<file path="config.mk">
export PLATFORM = sky130hd
export DESIGN_NAME = rs_sched
export DESIGN_NICKNAME = d
export VERILOG_FILES = /design/src/rtl/rs_sched_pkg.sv /design/src/rtl/rs_sched_rr_pick.sv /design/src/rtl/rs_sched.sv
export SDC_FILE = /design/constraint.sdc
export NUM_CORES = 1
export LEC_CHECK = 0
export BUFFER_PORTS_ARGS = -buffer_cell sky130_fd_sc_hd__buf_2
export CELL_PAD_IN_SITES_DETAIL_PLACEMENT = 0
export CELL_PAD_IN_SITES_GLOBAL_PLACEMENT = 1
export CORE_MARGIN = 2
export CORE_UTILIZATION = 35
export DETAILED_ROUTE_END_ITERATION = 10
export PLACE_DENSITY_LB_ADDON = 0.25
export SYNTH_ARGS = -nofsm -noshare
export SYNTH_HDL_FRONTEND = slang
export SYNTH_SLANG_ARGS = --single-unit
</file>
<file path="constraint.sdc">
create_clock -name clk -period 25.8 [get_ports clk]
set_input_delay 7.74 -clock clk [delete_from_list [all_inputs] [get_ports clk]]
set_output_delay 7.74 -clock clk [all_outputs]
set_load 0.05 [all_outputs]
</file>
<file path="src/rtl/rs_sched_pkg.sv">
// Shared types and constants for the reservation-station scheduler.
// FU class encodings, class slots and default sizing.
package rs_sched_pkg;

   localparam int RS_NUM_DEF   = 16;
   localparam int MULT_LAT_DEF = 4;
   localparam int RS_IDX_W     = $clog2(RS_NUM_DEF);
   localparam int FU_SEL_W     = 3;

   typedef enum logic [FU_SEL_W-1:0] {
      FU_SEL_NONE = 3'd0,
      FU_SEL_ALU  = 3'd1,
      FU_SEL_MULT = 3'd2,
      FU_SEL_MEM  = 3'd3,
      FU_SEL_BR   = 3'd4
   } fu_sel_e;

   localparam int CLS_N    = 4;
   localparam int CLS_ALU  = 0;
   localparam int CLS_MULT = 1;
   localparam int CLS_MEM  = 2;
   localparam int CLS_BR   = 3;

   function automatic int cnt_w(int lat);
      return (lat <= 2) ? 1 : $clog2(lat);
   endfunction

   function automatic fu_sel_e fu_sel_of(int c);
      unique case (c)
         CLS_ALU:  return FU_SEL_ALU;
         CLS_MULT: return FU_SEL_MULT;
         CLS_MEM:  return FU_SEL_MEM;
         default:  return FU_SEL_BR;
      endcase
   endfunction

endpackage

</file>
<file path="src/rtl/rs_sched_rr_pick.sv">
// Rotating-priority picker: first request at or after ptr,
// wrapping modulo N; N must be a power of two.
module rr_pick #(
   parameter int  N = 16,
   localparam int W = $clog2(N)
) (
   input  logic [N-1:0] req,
   input  logic [W-1:0] ptr,
   output logic [N-1:0] gnt,
   output logic [W-1:0] idx,
   output logic         vld
);

   logic [W-1:0] j;

   // scan from ptr upward, take the first set request
   always_comb begin
      gnt = '0;
      idx = '0;
      vld = 1'b0;
      j   = '0;
      for (int k = 0; k < N; k++) begin
         j = ptr + W'(k);
         if (!vld && req[j]) begin
            vld    = 1'b1;
            idx    = j;
            gnt[j] = 1'b1;
         end
      end
   end

endmodule

</file>
<file path="src/rtl/rs_sched.sv">
// RS allocator and per-class issue scheduler with multiplier busy tracking.
// Optional RS_SCHED_PERF_EN adds full/mult-blocked/issue perf counters.
module rs_sched
   import rs_sched_pkg::*;
#(
   parameter int  RS_NUM   = RS_NUM_DEF,
   parameter int  MULT_LAT = MULT_LAT_DEF,
   localparam int IDX_W    = $clog2(RS_NUM)
) (
   input  logic                       clk,
   input  logic                       rst_n,
   input  logic                       disp_vld_i,
   input  logic [RS_NUM-1:0]          rs_avail_i,
   input  logic [RS_NUM-1:0]          rs_rdy_i,
   input  logic [RS_NUM*FU_SEL_W-1:0] rs_fu_sel_i,
   input  logic                       br_recovery_i,
   input  logic                       mult_squash_i,
   output logic [RS_NUM-1:0]          rs_load_o,
   output logic [RS_NUM-1:0]          rs_iss_en_o,
   output logic                       rs_full_o,
   output logic                       alu_iss_vld_o,
   output logic                       mult_iss_vld_o,
   output logic                       mem_iss_vld_o,
   output logic                       br_iss_vld_o,
   output logic [IDX_W-1:0]           alu_iss_idx_o,
   output logic [IDX_W-1:0]           mult_iss_idx_o,
   output logic [IDX_W-1:0]           mem_iss_idx_o,
   output logic [IDX_W-1:0]           br_iss_idx_o,
`ifdef RS_SCHED_PERF_EN
   output logic [31:0]                perf_full_cyc_o,
   output logic [31:0]                perf_mult_blk_o,
   output logic [31:0]                perf_iss_cnt_o,
`endif
   output logic                       mult_busy_o
);

   localparam int CNT_W = cnt_w(MULT_LAT);

   logic [CNT_W-1:0]  cnt;
   logic              busy;
   logic              iss_ok;
   logic [RS_NUM-1:0] a_gnt;
   logic [IDX_W-1:0]  a_idx;
   logic              a_vld;
   logic              full;
   logic              unused_a_idx;

   logic [RS_NUM-1:0] raw   [CLS_N];
   logic [RS_NUM-1:0] cand  [CLS_N];
   logic [IDX_W-1:0]  ptr   [CLS_N];
   logic [RS_NUM-1:0] gnt   [CLS_N];
   logic [IDX_W-1:0]  idx   [CLS_N];
   logic              vld   [CLS_N];
   logic              gv    [CLS_N];
   logic [FU_SEL_W-1:0] sel;

   assign busy   = (cnt != '0);
   assign iss_ok = rst_n & ~br_recovery_i;

   rr_pick #(.N(RS_NUM)) u_alloc (
      .req (rs_avail_i),
      .ptr ('0),
      .gnt (a_gnt),
      .idx (a_idx),
      .vld (a_vld)
   );

   assign unused_a_idx = ^a_idx;
   assign full         = ~a_vld;
   assign rs_full_o    = rst_n & full;
   assign rs_load_o    = (rst_n & disp_vld_i & ~full & ~br_recovery_i)
                         ? a_gnt : '0;
   assign mult_busy_o  = rst_n & busy;

   // per-class candidate masks; MULT is blocked while the unit is busy
   always_comb begin
      sel = '0;
      for (int c = 0; c < CLS_N; c++) begin
         raw[c] = '0;
      end
      for (int i = 0; i < RS_NUM; i++) begin
         sel = rs_fu_sel_i[i*FU_SEL_W +: FU_SEL_W];
         for (int c = 0; c < CLS_N; c++) begin
            raw[c][i] = rs_rdy_i[i] & ~rs_avail_i[i] &
                        (sel == fu_sel_of(c));
         end
      end
      for (int c = 0; c < CLS_N; c++) begin
         cand[c] = raw[c];
      end
      cand[CLS_MULT] = raw[CLS_MULT] & {RS_NUM{~busy}};
   end

   for (genvar c = 0; c < CLS_N; c++) begin : g_cls
      rr_pick #(.N(RS_NUM)) u_pick (
         .req (cand[c]),
         .ptr (ptr[c]),
         .gnt (gnt[c]),
         .idx (idx[c]),
         .vld (vld[c])
      );
      assign gv[c] = iss_ok & vld[c];
   end

   assign rs_iss_en_o = ({RS_NUM{gv[CLS_ALU]}}  & gnt[CLS_ALU])  |
                        ({RS_NUM{gv[CLS_MULT]}} & gnt[CLS_MULT]) |
                        ({RS_NUM{gv[CLS_MEM]}}  & gnt[CLS_MEM])  |
                        ({RS_NUM{gv[CLS_BR]}}   & gnt[CLS_BR]);

   assign alu_iss_vld_o  = gv[CLS_ALU];
   assign mult_iss_vld_o = gv[CLS_MULT];
   assign mem_iss_vld_o  = gv[CLS_MEM];
   assign br_iss_vld_o   = gv[CLS_BR];
   assign alu_iss_idx_o  = gv[CLS_ALU]  ? idx[CLS_ALU]  : '0;
   assign mult_iss_idx_o = gv[CLS_MULT] ? idx[CLS_MULT] : '0;
   assign mem_iss_idx_o  = gv[CLS_MEM]  ? idx[CLS_MEM]  : '0;
   assign br_iss_idx_o   = gv[CLS_BR]   ? idx[CLS_BR]   : '0;

   // advance each class pointer past its granted entry
   always_ff @(posedge clk) begin
      for (int c = 0; c < CLS_N; c++) begin
         if (!rst_n) begin
            ptr[c] <= '0;
         end else if (gv[c]) begin
            ptr[c] <= idx[c] + IDX_W'(1);
         end
      end
   end

   // multiplier occupancy window, cleared by squash
   always_ff @(posedge clk) begin
      if (!rst_n) begin
         cnt <= '0;
      end else if (gv[CLS_MULT]) begin
         cnt <= CNT_W'(MULT_LAT - 1);
      end else if (mult_squash_i) begin
         cnt <= '0;
      end else if (busy) begin
         cnt <= cnt - CNT_W'(1);
      end
   end

`ifdef RS_SCHED_PERF_EN
   // free-running wrap-around event counters
   always_ff @(posedge clk) begin
      if (!rst_n) begin
         perf_full_cyc_o <= '0;
         perf_mult_blk_o <= '0;
         perf_iss_cnt_o  <= '0;
      end else begin
         if (full && disp_vld_i) begin
            perf_full_cyc_o <= perf_full_cyc_o + 32'd1;
         end
         if (busy && (|raw[CLS_MULT])) begin
            perf_mult_blk_o <= perf_mult_blk_o + 32'd1;
         end
         perf_iss_cnt_o <= perf_iss_cnt_o + 32'(gv[CLS_ALU]) +
                           32'(gv[CLS_MULT]) + 32'(gv[CLS_MEM]) +
                           32'(gv[CLS_BR]);
      end
   end
`endif

endmodule
</file>
# Word-level counts from Yosys, hierarchy flattened
# Memory sizes are Yosys's and may differ from the RTL's.
# Cells that the tools add are included.
# totals
reg_bits,2
ram_bits,16
input_bits,85
out_inout_bits,54
wordCells,1161
n_memories,1
# memory_table
memory,depth,width,rd,rd_clocked_by_memory_dff,write_ports,line,text
ptr,4,4,4,0,4,rs_sched.sv:50,logic [IDX_W-1:0] ptr [CLS_N];
# classes
addsub,65
order_cmp,128
eq_ne,64
n_mux,505
bitwise,181
n_reduce_logical,216
# ops
operator,n
$mux W16,66
$or A16 B16 Y16,63
$lt A4 B5 Y1 const B,64
$mux W4,73
$bmux W1 S4,64
$demux W1 S4,64
$ge A4 B1 Y1 const B,64
$mux W1,222
$logic_and A1 B1 Y1,139
$add A4 B4 Y4 const B,32
$eq A3 B2 Y1 const B,32
$and A1 B1 Y1,90
$and A16 B16 Y16,5
$logic_not A1 Y1,75
$add A4 B3 Y4 const B,16
$eq A3 B1 Y1 const B,16
$eq A3 B3 Y1 const B,16
$add A4 B1 Y4 const B,8
$add A4 B2 Y4 const B,8
$not A1 Y1,19
$mux W15,1
$mux W14,1
$mux W13,1
$mux W12,1
13 further kinds,19

# Logic depth before layout (Yosys ltp)
# depth
word_depth,57
ltp_mapped,23
ltp_nobuf,16

# Modules after synthesis
# A second synthesis with hierarchy kept.
# hier_totals
hier_cells,3321
area_unflattened_um2,23826.6
# by_module_without_submodules
mod,instances,cells_each,area_per_inst_um2,seq_area_each_um2
rr_pick (g_cls[0].u_pick ...),4,613,4380.5,0.0
rr_pick (u_alloc),1,580,4017.6,0.0
rs_sched,1,289,2287.2,520.5

# Least setup slack after synthesis
# OpenSTA, ideal clock, no wires.
# synth_path
kind,input to output
start,in rs_avail_i[0]
end,out rs_iss_en_o[15]
t_arrival_ns,11.886
t_required_ns,18.060
slack_ns,6.174
path_stages,16
n_path_buf,4
cell_sequence,buf_2 > nor3b_1 > and3_1 > mux4_2 > mux4_2 > or4_4 > buf_6 > or4_4 > buf_6 > nor2_8 > buf_8 > nand3_1 > o211ai_1 > a21oi_1 > and3_1 > o221ai_1
# synth_via
elab_chain_cells,57
elab_cells_between_ends,454
classes_between,256 x mux; 78 x bitwise; 120 x reduce/logical
# synth_lines
item,line,text
"start, declared",rs_sched.sv:13,"input logic [RS_NUM-1:0] rs_avail_i,"
$not A1 Y1 *,rs_sched.sv:84,raw[c][i] = rs_rdy_i[i] & ~rs_avail_i[i] &
$and A1 B1 Y1 *,rs_sched.sv:84,
$and A1 B1 Y1,rs_sched.sv:84,
$and A16 B16 Y16,rs_sched.sv:91,cand[CLS_MULT] = raw[CLS_MULT] & {RS_NUM{~busy}};
$bmux W1 S4,rs_sched_rr_pick.sv:24,if (!vld && req[j]) begin
$mux W1 (implied by the code),rs_sched_rr_pick.sv:24,
$mux W1,rs_sched_rr_pick.sv:24,
$logic_not A1 Y1,rs_sched_rr_pick.sv:24,
[... 41 more ...],n/a,
$logic_not A1 Y1,rs_sched_rr_pick.sv:24,
$logic_and A1 B1 Y1,rs_sched_rr_pick.sv:24,
$mux W1,rs_sched_rr_pick.sv:24,
$and A1 B1 Y1,rs_sched.sv:102,assign gv[c] = iss_ok & vld[c];
$and A16 B16 Y16,rs_sched.sv:106,({RS_NUM{gv[CLS_MULT]}} & gnt[CLS_MULT]) |
$or A16 B16 Y16,rs_sched.sv:105,assign rs_iss_en_o = ({RS_NUM{gv[CLS_ALU]}} & gnt[CLS_ALU]) |
$or A16 B16 Y16,rs_sched.sv:106,
$or A16 B16 Y16 *,rs_sched.sv:107,({RS_NUM{gv[CLS_MEM]}} & gnt[CLS_MEM]) |
"end, declared",rs_sched.sv:19,"output logic [RS_NUM-1:0] rs_iss_en_o,"
# Every way passes the cells marked *; elsewhere a longest branch is shown, timed or not. The select of a mux whose other input is x is not followed.

# Worst setup path after layout
# layout_path
start,in rs_avail_i[4]
end,out rs_iss_en_o[10]
# The elaborated chain is that of the path after synthesis.

==> results by group <==
Critical path
  – Critical path peak fanout: 18
  – Slowest-stage cell, CP: o21ai_0
  – Critical path cell sequence: buf_2, nand4bb_1, nor3_1, o21ai_0, a21oi_1, o21ai_0, nand4b_1, nor4_2, buf_4, nand3_1, o21ai_4, inv_1, and3_1, a311oi_1, o2111ai_1, buf_2
  – Setup crit end kind: primary output
  – Reg2reg setup slack: 18890 ps
  – Critical Path AT: 14500 ps
  – CP startpoint kind: input pin
  – Crit path kind: input pin to primary output
  – Largest stage delay, worst path: 1120 ps
  – Reg2Reg Depth: 16
  – Required time worst endpoint: 18060 ps

Floorplanning
  – Starting Density: 0.3517
  – Total core area: 58690 µm²
  – Std cell rows: 89
  – DIE HEIGHT: 246.8 µm
  – Die Wd: 246.8 µm
  – Die area: 60930 µm²
  – I/O pin count: 139

Layout
  – Share of post-route cells with drive strength above 1: 0.1739
  – P&R area growth vs syn: 7.196%
  – Fill cells: 6215
  – End-of-flow core utilization: 0.3770
  – Final #Nets: 3047

STA
  – Max Freq: 44.96 MHz
  – RSZ-0062 raised after global routing: false
  – Final Cycle Share: 0.8620
  – Worst Clk Skew: 4.053 ps
  – Slew Limit Fails: 0
  – Minimum clock period: 22240 ps
  – Final hold vios: 0
  – Rel. slew slack: 0.03969
  – Endpoints failing setup: 0
  – Setup tns final: 0 ps
  – Worst Max-Slew Pin Slew: 1425 ps

Logic synthesis
  – Warnings from Yosys: 0
  – Async set-or-reset flop fraction in the synthesized netlist: 0
  – Mapped Cells: 2917
  – Sequential area share after synthesis: 0.02522
  – Synth Register Bits: 18
  – Syn nets: 3059
  – Post-Syn Area: 20640 µm²
  – Synth cell types: 118
  – Number of synthesized flops with an enable pin: 16
  – Commonest register cell after synthesis: edfxtp_1
  – Mean post-synth cell area: 7.075 µm²

Route
  – DR vias/cell: 7.567
  – Routed vias: 27936
  – 1st-iter DRT viols: 4706
  – DRC: 0
  – Final wirelength: 124.5 mm
  – TritonRoute pass-1 iters: 8
  – Routed wire per std cell: 33.73 µm
  – Post-route ant nets: 0

CTS
  – H-tree Lvls: 1
  – CTS tree: built
  – CTS Sinks: 18
  – Postcts setup bufs: 0
  – Clk_lat worst skew: 270 ps
  – Post_cts resized: 0
  – Root buffer cell: clkbuf_16
  – Cts hold-fix bufs: 0
  – Clk buf depth: 2
  – Num CTS Buffers: 3
  – Clock transition at path regs: 70 ps

Global routing
  – First-pass GRT wire length: 178.7 mm
  – GRT Total Usage: 0.3924
  – Largest net degree at the start of global routing: 45
  – Grt ovf: 0
  – Initial antenna violation count: 19
  – Number of global-route vias before repair: 25089

Power
  – Maximum vdd drop: 0.1738 mV
  – Pleak: 7.629 nW
  – Pwr/cell area: 169.9 nW/µm²

Placed design
  – Detailed placement HPWL: 96.18 mm
  – GP Congestion: 1.083
  – IO Port Bufs: 138

Run status
  – Status: finished clean

Hold path
  – Hold Crit Depth: 3
  – Hold WC Path Type: register to register

Flow run
  – Max-cap viol count: 0
flip-flops by register name (all words and copies together), names as in the netlist:
| signal | flops |
|---|---|
| cnt | 2 |
| ptr | 16 |
worst max-delay path, delay by kind of cell:
family | cells | cell delay (ps)
AOI/OAI and AO/OA | 6 | 2850
and+or+nand+nor | 6 | 2460
buffers and inverters | 4 | 1400
cell type report:
cell class | instances | area [µm²] | area share
Clock buffer | 3 | 75.07 | 0.003393
Timing Repair Buffer | 244 | 1486 | 0.06719
Inverter | 67 | 251.5 | 0.01137
Multi-Input combinational cell | 2571 | 18780 | 0.8489
Sequential cell | 18 | 520.5 | 0.02353
Tap cell | 773 | 967.2 | 0.04372
Antenna cell | 15 | 37.54 | 0.001697
Clock inverter | 1 | 3.754 | 0.0001697
cell usage after synthesis, types with 57 or more instances:
cell,count,area (µm²)
nand2_1,368,1381
nor2_1,222,833.3
nand3_1,164,820.8
clkbuf_1,159,596.8
a21oi_1,146,730.7
o21ai_0,139,695.7
mux4_2,129,2905
nor3_1,102,510.5
a31oi_1,99,619.3
buf_2,68,340.3
and2_1,62,387.9
ha_1,57,713.2
stage by stage:
step           hold WS [ps]  instance area [µm²]  setup WS [ps]  power, mW  cells
6_report              602.5                22120           3560      3.759   3692
5_1_grt               641.9                22110           3648      3.903   3687
4_1_cts               613.9                22090           4084      3.598   3677
3_5_place_dp          597.9                22010           4064      3.547   3673
3_3_place_gp          575.4                22010           4194      3.579   3673
2_1_floorplan         559.2                20640           6174      2.419   2917
final timing paths:
path	endpoint	start
max	rs_iss_en_o[10]	rs_avail_i[4]
min	cnt[1]	cnt[1]
max reg2reg	ptr[3][3]	ptr[3][2]
min reg2reg	cnt[1]	cnt[1]
routing by layer:
layer / vias up / share of wire / GRT usage
met2: 2391 / 0.40 / 0.5503
met1: 13641 / 0.40 / 0.5506
met5: - / 0.00047 / 0
met4: 12 / 0.057 / 0.1834
li1: 11529 / - / -
met3: 363 / 0.14 / 0.1066
layout by cell type, fill, tap and decap left out, types with 22 or more instances in the layout:
cell,n
o21ai_0,139
nand3b_1,26
a211oi_1,30
and3_1,54
nand4_1,45
a21oi_1,146
mux2i_1,50
nand3_1,164
buf_4,106
and3b_1,36
nor3b_1,37
xnor2_1,39
nor3_1,102
nor2_1,222
o211ai_1,51
and2_1,62
a221oi_1,36
buf_2,138
mux4_2,129
or4_1,22
nor4_1,25
a22o_1,25
o221ai_1,37
o22ai_1,55
inv_1,54
a31oi_1,99
nand2_1,368
nand2b_1,28
ha_1,57
a22oi_1,27
cells by family after synthesis:
family | after synthesis | share of synthesized area
AND/OR/NAND/NOR | 1352 | 0.3560
buffers and inverters | 328 | 0.06814
XOR/XNOR | 62 | 0.02704
adder cells (fa/ha/maj) | 57 | 0.03456
multiplexers | 196 | 0.1758
flip-flops | 18 | 0.02522
AO/OA/AOI/OAI | 904 | 0.3132
power breakdown:
part | leakage, nW | switching [mW] | internal [mW]
logic | 7.40 | 2.60 | 1.05
registers | 0.186 | 0.00895 | 0.0540
clock network | 0.0386 | 0.0159 | 0.0209
Power figures use the tool's default switching activity.
